### config.mk
export PLATFORM = sky130hd
export DESIGN_NAME = stopwatch_ctrl
export DESIGN_NICKNAME = d
export VERILOG_FILES = /design/src/rtl/stopwatch_ctrl_pkg.sv /design/src/rtl/button_debounce.sv /design/src/rtl/stopwatch_ctrl.sv
export SDC_FILE = /design/constraint.sdc
export NUM_CORES = 1
export LEC_CHECK = 0
export BUFFER_PORTS_ARGS = -buffer_cell sky130_fd_sc_hd__buf_4
export CAP_MARGIN = 20
export CORE_MARGIN = 2
export CORE_UTILIZATION = 39
export DETAILED_ROUTE_END_ITERATION = 12
export GPL_TIMING_DRIVEN = 0
export PLACE_DENSITY = 0.56
export SLEW_MARGIN = 15
export SYNTH_ARGS = -nofsm -noshare
export SYNTH_HDL_FRONTEND = slang
export SYNTH_SLANG_ARGS = --single-unit
### constraint.sdc
create_clock -name CLK -period 9.8 [get_ports CLK]
set_input_delay 1.47 -clock CLK [delete_from_list [all_inputs] [get_ports CLK]]
set_output_delay 1.47 -clock CLK [all_outputs]
set_load 0.02 [all_outputs]
### src/rtl/stopwatch_ctrl_pkg.sv
// Shared definitions for the stopwatch controller: FSM states, button indices,
// the BCD saturation value and the same-cycle button priority resolver.
package stopwatch_ctrl_pkg;

    typedef enum logic [1:0] {
        ST_IDLE  = 2'd0,
        ST_RUN   = 2'd1,
        ST_LAP   = 2'd2,
        ST_PAUSE = 2'd3
    } sw_state_e;

    typedef enum logic [2:0] {
        EV_NONE  = 3'd0,
        EV_START = 3'd1,
        EV_LAP   = 3'd2,
        EV_STOP  = 3'd3,
        EV_CLEAR = 3'd4
    } btn_event_e;

    localparam logic [15:0] BCD_MAX = 16'h9999;

    localparam int unsigned NUM_BTNS      = 4;
    localparam int unsigned BTN_START_IDX = 0;
    localparam int unsigned BTN_LAP_IDX   = 1;
    localparam int unsigned BTN_STOP_IDX  = 2;
    localparam int unsigned BTN_CLEAR_IDX = 3;

    // Only one press acts per cycle: CLEAR > STOP > LAP > START.
    function automatic btn_event_e resolve_event(input logic [NUM_BTNS-1:0] press);
        if (press[BTN_CLEAR_IDX]) return EV_CLEAR;
        if (press[BTN_STOP_IDX])  return EV_STOP;
        if (press[BTN_LAP_IDX])   return EV_LAP;
        if (press[BTN_START_IDX]) return EV_START;
        return EV_NONE;
    endfunction

endpackage

### src/rtl/button_debounce.sv
// Two-flop synchroniser, stable-level debouncer and one-cycle press pulse
// generated on the accepted 0->1 transition.
module button_debounce #(
    parameter int unsigned DEBOUNCE_CYCLES = 120000
) (
    input  logic clk_i,
    input  logic rst_i,
    input  logic btn_i,
    output logic press_o
);
    localparam int unsigned CW = (DEBOUNCE_CYCLES > 1) ? $clog2(DEBOUNCE_CYCLES) : 1;

    logic [1:0]    sync_q;
    logic          level_q, level_d;
    logic          press_q, press_d;
    logic [CW-1:0] cnt_q, cnt_d;

    always_ff @(posedge clk_i or posedge rst_i) begin
        if (rst_i) begin
            sync_q  <= 2'b00;
            level_q <= 1'b0;
            press_q <= 1'b0;
            cnt_q   <= '0;
        end else begin
            sync_q  <= {sync_q[0], btn_i};
            level_q <= level_d;
            press_q <= press_d;
            cnt_q   <= cnt_d;
        end
    end

    // Any cycle where the synced input matches the accepted level restarts the count.
    always_comb begin
        level_d = level_q;
        press_d = 1'b0;
        cnt_d   = '0;
        if (sync_q[1] != level_q) begin
            if (cnt_q == CW'(DEBOUNCE_CYCLES - 1)) begin
                level_d = sync_q[1];
                press_d = sync_q[1];
            end else begin
                cnt_d = cnt_q + 1'b1;
            end
        end
    end

    assign press_o = press_q;

endmodule

### src/rtl/stopwatch_ctrl.sv
// Stopwatch sequencing FSM: button handling, count-tick prescaler, lap freeze
// register and registered strobes/display value for the external BCD counter.
module stopwatch_ctrl
    import stopwatch_ctrl_pkg::*;
#(
    parameter int unsigned TICK_DIV        = 120000,
    parameter int unsigned DEBOUNCE_CYCLES = 120000
) (
    input  logic        CLK,
    input  logic        RST,
    input  logic        BTN_START,
    input  logic        BTN_STOP,
    input  logic        BTN_LAP,
    input  logic        BTN_CLEAR,
    input  logic [15:0] cnt_value,
    output logic        cnt_inc,
    output logic        cnt_clr,
    output logic [15:0] disp_value,
    output logic        running,
    output logic        lap_active,
    output logic        overflow
);
    localparam int unsigned PW = (TICK_DIV > 1) ? $clog2(TICK_DIV) : 1;

    logic [NUM_BTNS-1:0] btn_raw;
    logic [NUM_BTNS-1:0] btn_press;
    btn_event_e          ev;

    sw_state_e   state_q, state_d;
    logic [PW-1:0] pre_q, pre_d;
    logic [15:0] lap_q, lap_d;
    logic [15:0] disp_q, disp_d;
    logic        ovf_q, ovf_d;
    logic        inc_q, inc_d;
    logic        clr_q, clr_d;
    logic        counting;
    logic        tick;

    assign btn_raw[BTN_START_IDX] = BTN_START;
    assign btn_raw[BTN_LAP_IDX]   = BTN_LAP;
    assign btn_raw[BTN_STOP_IDX]  = BTN_STOP;
    assign btn_raw[BTN_CLEAR_IDX] = BTN_CLEAR;

    generate
        for (genvar gi = 0; gi < NUM_BTNS; gi++) begin : g_btn
            button_debounce #(
                .DEBOUNCE_CYCLES(DEBOUNCE_CYCLES)
            ) u_debounce (
                .clk_i  (CLK),
                .rst_i  (RST),
                .btn_i  (btn_raw[gi]),
                .press_o(btn_press[gi])
            );
        end
    endgenerate

    assign ev       = resolve_event(btn_press);
    assign counting = (state_q == ST_RUN) || (state_q == ST_LAP);
    assign tick     = counting && (pre_q == PW'(TICK_DIV - 1));

    always_ff @(posedge CLK or posedge RST) begin
        if (RST) begin
            state_q <= ST_IDLE;
        end else begin
            state_q <= state_d;
        end
    end

    // Saturation at 9999 parks the watch in PAUSE, but an explicit STOP still wins.
    always_comb begin
        state_d = state_q;
        if (ev == EV_CLEAR) begin
            state_d = ST_IDLE;
        end else begin
            case (state_q)
                ST_IDLE: if (ev == EV_START) state_d = ST_RUN;
                ST_RUN, ST_LAP: begin
                    if (ev == EV_STOP) begin
                        state_d = ST_PAUSE;
                    end else if (tick && (cnt_value == BCD_MAX)) begin
                        state_d = ST_PAUSE;
                    end else if (ev == EV_LAP) begin
                        state_d = (state_q == ST_RUN) ? ST_LAP : ST_RUN;
                    end
                end
                ST_PAUSE: if ((ev == EV_START) && !ovf_q) state_d = ST_RUN;
                default: state_d = ST_IDLE;
            endcase
        end
    end

    always_comb begin
        inc_d  = 1'b0;
        clr_d  = 1'b0;
        pre_d  = pre_q;
        lap_d  = lap_q;
        ovf_d  = ovf_q;
        disp_d = (state_q == ST_LAP) ? lap_q : cnt_value;
        if (ev == EV_CLEAR) begin
            clr_d = 1'b1;
            pre_d = '0;
            lap_d = '0;
            ovf_d = 1'b0;
        end else begin
            if (counting) begin
                pre_d = tick ? '0 : pre_q + 1'b1;
            end
            if ((state_q == ST_IDLE) && (ev == EV_START)) begin
                pre_d = '0;
            end
            if (tick && (ev != EV_STOP)) begin
                if (cnt_value == BCD_MAX) begin
                    ovf_d = 1'b1;
                end else begin
                    inc_d = 1'b1;
                end
            end
            if ((state_q == ST_RUN) && (ev == EV_LAP)) begin
                lap_d = cnt_value;
            end
        end
    end

    always_ff @(posedge CLK or posedge RST) begin
        if (RST) begin
            pre_q  <= '0;
            lap_q  <= '0;
            disp_q <= '0;
            ovf_q  <= 1'b0;
            inc_q  <= 1'b0;
            clr_q  <= 1'b0;
        end else begin
            pre_q  <= pre_d;
            lap_q  <= lap_d;
            disp_q <= disp_d;
            ovf_q  <= ovf_d;
            inc_q  <= inc_d;
            clr_q  <= clr_d;
        end
    end

    assign cnt_inc    = inc_q;
    assign cnt_clr    = clr_q;
    assign disp_value = disp_q;
    assign overflow   = ovf_q;
    assign running    = counting;
    assign lap_active = (state_q == ST_LAP);

endmodule

==> run metrics, run 1 <==
cells along the critical path inv_1 > ha_1 > buf_4; CP Buf/Inv Count 2; Crit. End Element output port; status finished, final reports clean; ys async rst share 1.00; antenna viol nets, final 0; vias in the first global route 4,356; clock buffer depth 2; grt total ovfl 0; initial antenna violation count 0; Crit-path slowest cell dfrtp_1; Pleak 3.25 nW; Final Util 0.476; Worst-path clk slew 0.05 ns; Distinct cells, synth 48; main combinational cell family by area after synthesis simple AND/OR/NAND/NOR gates; setup_tns 0 ns; area leader, netlist dfrtp_1; crit path time final roughly 2.9 ns; Syn-to-layout area delta 19.6%; die height about 130 um; DR iter-0 viols around 220; post-synthesis simple-gate area fraction 0.232; Main synth FF type dfrtp_1; first-pass GRT wire length 21.3 mm; Remaining DRCs 0; Vias/cell slightly below 5; Hold Buf Count CTS 0; synthesized area roughly 0.0063 mm2; Worst Tran Pin Value 0.645 ns; Max-Cap Viols 0; Critical Path Source Type flip-flop; H-tree Lvls 4; critical path arrival 1.44 ns; Final Slew Violations 0; Syn Inst Count 601; syn nets 632; Worst Clk Skew 0.0136 ns; setup bufs post-CTS 0; Synth Area in Adders 0.0179; number of port buffers 42; Synth area leaders dfrtp_1, xnor2_1, nor2_1; Hold Fails Final Rpt 0; fill count 1,439; family with the most delay on the worst path flip-flops; largest net degree at the start of global routing approximately 100; post-cts repair resize count 0; num rows 46; share of the synthesized area in the top cell type 0.548; crit path max fanout 5; crit path kind reg2out; GP Congestion ~0.76; Vias 4,365; Num CTS Buffers 17; Tcrit/Tclk final 0.297; routed wire length per instance between 10 and 15 um; slew margin rel. 0.567; core area 0.0158 mm2; Peak VDD IR between 0.1 and 0.15 mV; complex-gate fraction of the synthesized area 0.0294; sequential share of the synthesized area 0.548; XOR/XNOR Fraction of Synth Area 0.110; Ys Warns 0; Final setup viols 0; Nets 694; Pwr Density 177 mW/mm2; Detailed Route WL about 13 mm; Die ar. around 0.017 mm2; DP HPWL 8.74 mm; # clock sinks 138; Root Driver clkbuf_16; most frequent cell after synthesis dfrtp_1; EDFF count, synth 0; Peak Freq 343 MHz; list of most frequent post-synthesis cells dfrtp_1, nor2_1, nand2_1, xnor2_1, nand3_1; chip width between 100 and 150 um; synthesized area per cell 10.5 um2; share of layout cells above drive strength 1 0.173; Initial Util 0.398; proportion of synthesized area in mux cells 0.0374; clock latency at the later pin of the worst-skew pair 0.43 ns; router iterations before antenna repair 7; Multi-input gate area about 0.0027 mm2; CTS tree done; I/O pin cnt 43; Worst Path Required roughly 8.3 ns; Ant. Diodes 0; Hold Path Class reg2reg; Seq cells post-synth between 100 and 150; max incr delay on CP ~0.43 ns; Total Routing Usage GR 0.162; RSZ-0062 raised after global routing no; FF/Latch Area between 0.003 and 0.004 mm2
==> cell families (layout without fill, tap and decap cells) <==
logic type      after synthesis  in the layout
simple gates                290            290
fa+ha+maj                     9              9
flops                       138            138
compound gates               28             28
buf+inv                      36            110
mux                          21             21
xor+xnor                     79             79
==> flip-flops by register name, summed over array words and instances, names as in the netlist <==
signal / count
cnt_clr: 1
g_btn.u_debounce.sync_q: 8
g_btn.u_debounce.press_o: 4
disp_value: 16
g_btn.u_debounce.cnt_q: 68
lap_q: 16
pre_q: 17
state_q: 2
overflow: 1
g_btn.u_debounce.level_q: 4
cnt_inc: 1
==> power breakdown <==
| part | total [mW] | switching [mW] | internal (mW) | leakage (nW) |
|---|---|---|---|---|
| Combinational | 0.0653 | 0.0371 | 0.0282 | 1.18 |
| Clock | 0.666 | 0.234 | 0.431 | 0.302 |
| Sequential | 0.603 | 0.0153 | 0.588 | 1.76 |
==> placed cells by master (no fill, tap or decap), types with 9 or more instances in the layout <==
| cell type | instances |
|---|---|
| xnor2_1 | 49 |
| and3_1 | 10 |
| nor2_1 | 103 |
| clkbuf_1 | 12 |
| nand4_1 | 13 |
| buf_4 | 45 |
| a21oi_1 | 19 |
| nand3_1 | 32 |
| nor3_1 | 15 |
| nand2_1 | 62 |
| dfrtp_1 | 138 |
| clkbuf_16 | 17 |
| inv_1 | 16 |
| ha_1 | 9 |
| mux2_2 | 20 |
| xor2_1 | 30 |
==> worst paths after layout <==
kind | from | end | slack, ns | cells past startpoint
min reg2reg | g_btn[0].u_debounce.sync_q[0]$_DFF_PP0_ | g_btn[0].u_debounce.sync_q[1]$_DFF_PP0_ | 0.35 | 0
min | g_btn[0].u_debounce.sync_q[0]$_DFF_PP0_ | g_btn[0].u_debounce.sync_q[1]$_DFF_PP0_ | 0.35 | 0
max in group asynchronous | RST | pre_q[13]$_DFFE_PP0P_ | 8.01 | 3
max reg2reg | state_q[0]$_DFFE_PP0P_ | cnt_inc$_DFF_PP0_ | 7.34 | 7
min in group asynchronous | RST | g_btn[3].u_debounce.cnt_q[15]$_DFF_PP0_ | 1.00 | 2
max | state_q[0]$_DFFE_PP0P_ | running | 6.89 | 3
==> final cells by class <==
| class | instances | share of cell area |
|---|---|---|
| clock inverter | 7 | 0.0150 |
| inverter | 17 | 0.00947 |
| sequential | 138 | 0.459 |
| tap | 216 | 0.0359 |
| clock buffer | 24 | 0.0666 |
| multi-input combinational | 427 | 0.356 |
| buffer | 19 | 0.0128 |
| timing repair buffer | 43 | 0.0455 |
==> per-layer routing <==
layer | vias to the layer above | global-route usage | routed length, um
met5 | - | 0 | 0
met4 | 0 | 0.0763 | 204
met3 | 14 | 0.0361 | 355
met2 | 50 | 0.265 | 6320
met1 | 2151 | 0.206 | 5840
li1 | 2150 | - | -
==> metrics by stage <==
| stage | std cells | power, mW | worst slack [ns] | instance area [um2] | hold WS, ns |
|---|---|---|---|---|---|
| 3_5_place_dp | 860 | 0.680 | 6.51 | 6920 | 0.340 |
| 4_1_cts | 891 | 1.35 | 6.87 | 7530 | 0.349 |
| 6_report | 891 | 1.33 | 6.89 | 7530 | 0.346 |
| 2_1_floorplan | 601 | 0.651 | 4.63 | 6300 | 0.331 |
| 3_3_place_gp | 859 | 0.677 | 3.00 | 6880 | 0.331 |
| 5_1_grt | 891 | 1.38 | 6.83 | 7530 | 0.354 |
(Power assumes the default switching activity.)
==> run 2: changes to the inputs <==
Settings changed: PLACE_DENSITY 0.56 to 0.58.
Clock period 9.8 ns to 2.45 ns, I/O delays scaled along.
==> run metrics, run 2 (same netlist as run 1, synthesis figures left out) <==
status finished, final reports clean; die height 131 um (unchanged); total power 4.96 mW (+270%); critical path arrival 2.61 ns (+1.17 ns); Total Routing Usage GR 0.161 (-0.000975); post-placement setup slack -0.0223 ns (-6.53 ns); first-pass GRT wire length 21.5 mm (+0.81%); Final setup viols 0 (unchanged); router iterations before antenna repair 5 (-2); clock buffer depth 2 (unchanged); core area 0.0158 mm2 (unchanged); slew margin rel. 0.559 (-0.00818); Placed Area 0.00697 mm2 (+0.81%); antenna viol nets, final 0 (unchanged); num rows 46 (unchanged); Worst-path clk slew 0.05 ns (about the same); Worst Clk Skew 0.00624 ns (-0.00735 ns); # clock sinks 138 (unchanged); Ant. Diodes 0 (unchanged); Peak Freq 433 MHz; Die ar. 0.0172 mm2 (unchanged); crit path max fanout 10 (+5); Peak VDD IR 0.471 mV (+270%); Worst Tran Pin Value 0.658 ns (+0.0122 ns); Tcrit/Tclk final 0.942; Pwr Density 658 mW/mm2 (+270%); Initial Util 0.398 (unchanged); share of layout cells above drive strength 1 0.179 (+0.00566); Hold Path Cell Cnt 1 (+1); fin worst setup slack 0.143 ns (-6.74 ns); register name with the most flops g_btn.u_debounce.cnt_q; Vias 4,405 (+0.92%); Pleak 3.24 nW (-0.30%); DR iter-0 viols 210 (-3.7%); routed wire length per instance 14.0 um (-1.9%); Crit. End Element flip-flop; Root Driver clkbuf_16; chip width 131 um (unchanged); Remaining DRCs 0 (unchanged); max reg flops 68 (unchanged); crit path kind reg2reg; number of port buffers 42 (unchanged); commonest non-fill, non-tap cells in the layout dfrtp_1, nor2_1, nand2_1; vias in the first global route 4,422 (+1.5%); I/O pin cnt 43 (unchanged); setup bufs post-CTS 0 (unchanged); commonest non-fill, non-tap cell in the layout dfrtp_1; grt total ovfl 0 (unchanged); crit path time final 2.31 ns; Hold Fails Final Rpt 0 (unchanged); Hold Path Class in2reg; largest net degree at the start of global routing 37 (-64%); Final Slew Violations 0 (unchanged); GP Congestion 0.805 (+5.3%); Vias/cell 4.94 (+0.80%); Critical Path Source Type flip-flop; clock latency at the later pin of the worst-skew pair 0.42 ns (about the same); fin cells 892 (+0.11%); Num CTS Buffers 17 (unchanged); Syn-to-layout area delta 19.7% (about the same); fill count 1,449 (+0.69%); final instance area 0.00754 mm2 (about the same); Nets 698 (+0.58%); initial antenna violation count 0 (unchanged); Max-Cap Viols 0 (unchanged); Detailed Route WL 12.5 mm (-1.8%); RSZ-0062 raised after global routing no; R2R cell count 9 (+2); Worst Path Required 2.75 ns (-5.58 ns); Placed Cells 863 (+0.35%); CTS tree done; biggest regs g_btn.u_debounce.cnt_q (68), pre_q (17); H-tree Lvls 4 (unchanged); DP HPWL 8.84 mm (+1.2%)
## run 2: power breakdown
group	switching [mW]	leakage (nW)	internal (mW)	total (mW)
sequential	0.0632	1.76	2.35	2.42
combinational	0.147	1.22	0.123	0.270
clock	0.876	0.261	1.40	2.27
## run 2: layer usage
layer | wire, um | vias up | GRT usage
met5 | 0 | - | 0
met4 | 248 | 0 | 0.0695
met3 | 426 | 21 | 0.0377
met2 | 6050 | 50 | 0.256
met1 | 5770 | 2182 | 0.213
li1 | - | 2152 | -
## run 2: path summary, 6_finish.rpt
check,from,endpoint,slack (ns)
min,BTN_CLEAR,g_btn[3].u_debounce.sync_q[0]$_DFF_PP0_,0.06
min in group asynchronous,RST,g_btn[3].u_debounce.cnt_q[6]$_DFF_PP0_,0.53
max reg2reg,state_q[1]$_DFFE_PP0P_,pre_q[3]$_DFFE_PP0P_,0.14
min reg2reg,g_btn[2].u_debounce.sync_q[0]$_DFF_PP0_,g_btn[2].u_debounce.sync_q[1]$_DFF_PP0_,0.35
max in group asynchronous,RST,state_q[0]$_DFFE_PP0P_,0.97
max,state_q[1]$_DFFE_PP0P_,pre_q[3]$_DFFE_PP0P_,0.14
## run 2: area by class of cell
class,count,area (um2),area share
timing repair buffer,47,413,0.0548
inverter,17,67.6,0.00897
multi-input combinational,427,2710,0.360
buffer,19,96.3,0.0128
sequential,138,3450,0.458
tap,216,270,0.0359
clock inverter,3,15.0,0.00199
clock buffer,25,505,0.0671
## run 2: worst max-delay path, stage by stage, from the launching register on
cell      delay, ns
dfrtp_1        0.41
inv_1          0.11
ha_4           0.30
buf_4          0.16
nand4b_1       0.10
or3_1          0.38
or2_2          0.38
nand2b_4       0.11
buf_4          0.17
nor2_1         0.06
## run 2: timing repair
item,4_1_cts,5_1_grt
hold buffers,1,0
hold endpoints to repair,16,0
setup endpoints to repair,11,14
resized for setup,2,3
## run 2: metrics by stage
stage	hold slack, ns	setup TNS (ns)	utilization
after CTS	0.0371	0	0.475
after detailed placement	0.337	-0.0490	0.441
after floorplan	0.331	0	-
final	0.0567	0	0.476
after global routing	0.0395	0	0.476
after global placement	0.336	-69.21	0.435
==> run 3: changes to the inputs <==
Settings changed: MAX_ROUTING_LAYER from default to met4, SLEW_MARGIN 15 to default.
==> run metrics, run 3 (same netlist as run 1, synthesis figures left out) <==
status finished, final reports clean; Pwr Density 661 mW/mm2 (+0.45%); post-placement setup slack 0.00718 ns (+0.0295 ns); Pleak 3.23 nW (about the same); router iterations before antenna repair 4 (-1); die height 131 um (unchanged); family with the most delay on the worst path simple AND/OR/NAND/NOR gates; Final Slew Violations 0 (unchanged); Hold Path Class in2async; Remaining DRCs 0 (unchanged); Vias 4,403 (-0.045%); Seq pwr share 0.486 (about the same); Hold Buf Count CTS 0 (-1); num rows 46 (unchanged); Net Sw Power 1.09 mW (about the same); Worst Clk Skew 0.00524 ns (-0.000996 ns); share of layout cells above drive strength 1 0.177 (-0.00226); Crit. End Element flip-flop; Final setup viols 0 (unchanged); routed wire length per instance 14.1 um (+0.85%); Num CTS Buffers 17 (unchanged); # clock sinks 138 (unchanged); internal power 3.88 mW (+0.25%); clock latency at the later pin of the worst-skew pair 0.42 ns (about the same); max reg flops 68 (unchanged); Total Routing Usage GR 0.167 (+0.00542); Vias/cell 4.92 (-0.38%); Nets 699 (+0.14%); Die ar. 0.0172 mm2 (unchanged); Worst Path Required 2.75 ns (about the same); crit path kind reg2reg; biggest regs g_btn.u_debounce.cnt_q (68), pre_q (17); Crit-path slowest cell dfrtp_1; antenna viol nets, final 0 (unchanged); Worst Tran Pin Value 0.714 ns (+0.0561 ns); core area 0.0158 mm2 (unchanged); worst flop-to-flop path startpoint state_q[0]$_DFFE_PP0P_; DR iter-0 viols 263 (+25%); largest net degree at the start of global routing 43 (+16%); critical path arrival 2.62 ns (about the same); I/O pin cnt 43 (unchanged); Initial Util 0.398 (unchanged); Tcrit/Tclk final 0.946 (+0.00389); Ant. Diodes 0 (unchanged); clock buffer depth 2 (unchanged); Clk pwr share 0.461 (+0.002); Peak Freq 432 MHz (-0.41%); H-tree Lvls 4 (unchanged); initial antenna violation count 0 (unchanged); Syn-to-layout area delta 19.4%; fin cells 895 (+0.34%); crit path max fanout 10 (unchanged); Logic pwr share 0.053 (about the same); Max-Cap Viols 0 (unchanged); Detailed Route WL 12.6 mm (+1.2%); Critical Path Source Type flip-flop; setup_tns 0 ns (unchanged); DP HPWL 8.82 mm (-0.27%); commonest non-fill, non-tap cells in the layout dfrtp_1, nor2_1, nand2_1; Switching Share 0.219 (-0.000332); cells along the critical path inv_1 > ha_1 > buf_6 > nand4b_1 > or3_1 > or2_2 > nand2b_4 > buf_4 > nor2_1; RSZ-0062 raised after global routing no; CP Buf/Inv Count 3 (unchanged); chip width 131 um (unchanged); slew margin rel. 0.523 (-0.0358); Final Hold Slack 0.0560 ns (-0.000685 ns); number of port buffers 42 (unchanged); Hold Fails Final Rpt 0 (unchanged); first-pass GRT wire length 21.7 mm (+0.67%); Worst-path clk slew 0.05 ns (about the same); register name with the most flops g_btn.u_debounce.cnt_q; Final Util 0.475 (-0.00118); grt total ovfl 0 (unchanged); Peak VDD IR 0.461 mV (-2.3%); crit path launch state_q[0]$_DFFE_PP0P_; CTS tree done; Root Driver clkbuf_16; max incr delay on CP 0.39 ns (-0.02 ns); commonest non-fill, non-tap cell in the layout dfrtp_1; GP Congestion 0.817 (+1.5%); crit path time final 2.32 ns (+0.00952 ns); vias in the first global route 4,469 (+1.1%); fin worst setup slack 0.133 ns (-0.00952 ns); Placed Cells 862 (-0.12%)
## run 3: final timing paths
path                       slack (ns)  cells past startpoint                                      end
max in group asynchronous        1.53                      4   g_btn[1].u_debounce.cnt_q[1]$_DFF_PP0_
hold reg to reg                  0.35                      0  g_btn[0].u_debounce.sync_q[1]$_DFF_PP0_
hold / removal                   0.06                      2   g_btn[3].u_debounce.cnt_q[7]$_DFF_PP0_
setup reg to reg                 0.13                      9                     pre_q[3]$_DFFE_PP0P_
setup / recovery                 0.13                      9                     pre_q[3]$_DFFE_PP0P_
min in group CLK                 0.06                      1  g_btn[3].u_debounce.sync_q[0]$_DFF_PP0_
## run 3: worst register-to-register path: cells and delay by family (launching register included)
kind	cells	cell delay (ns)
buffers and inverters	3	0.41
and+or+nand+nor	5	1.03
adders and majority gates	1	0.37
DFF	1	0.39
## run 3: per-stage QoR
stage               power (mW)  instance area [um2]
CTS                       5.03                 7480
global placement          2.71                 6890
floorplan                 2.61                 6300
finish                    4.97                 7520
detailed placement        2.72                 6950
global route              5.16                 7520
## run 3: cell type report
type                    instances  area (um2)
flip-flops and latches        138        3450
repair buffers                 48         398
multi-input cells             427        2700
clock inverters                 2        10.0
inverters                      17        67.6
clock buffers                  28         517
well taps                     216         270
fillers                      1469        8310
plain buffers                  19         100
## run 3: what timing repair did
item                                    4_1_cts  5_1_grt
hold endpoints to repair                      0        0
endpoints found under the setup margin        1       13
pin swaps                                     0        0
resized for setup                             1        3
buffers inserted                              0        3
## run 3: layer usage
layer / global-route usage / up-vias / wire length (um)
met2: 0.257 / 63 / 6100
met5: - / - / 0
met1: 0.211 / 2168 / 5780
li1: - / 2148 / -
met4: 0.0776 / 0 / 319
met3: 0.0353 / 24 / 439
## run 3: power groups by stage
stage | combinational, mW | clock, mW | sequential [mW]
4_1_cts | 0.272 | 2.34 | 2.42
6_report | 0.264 | 2.29 | 2.42
3_5_place_dp | 0.272 | 0 | 2.45
2_1_floorplan | 0.149 | 0 | 2.46
3_3_place_gp | 0.254 | 0 | 2.45
5_1_grt | 0.299 | 2.44 | 2.43
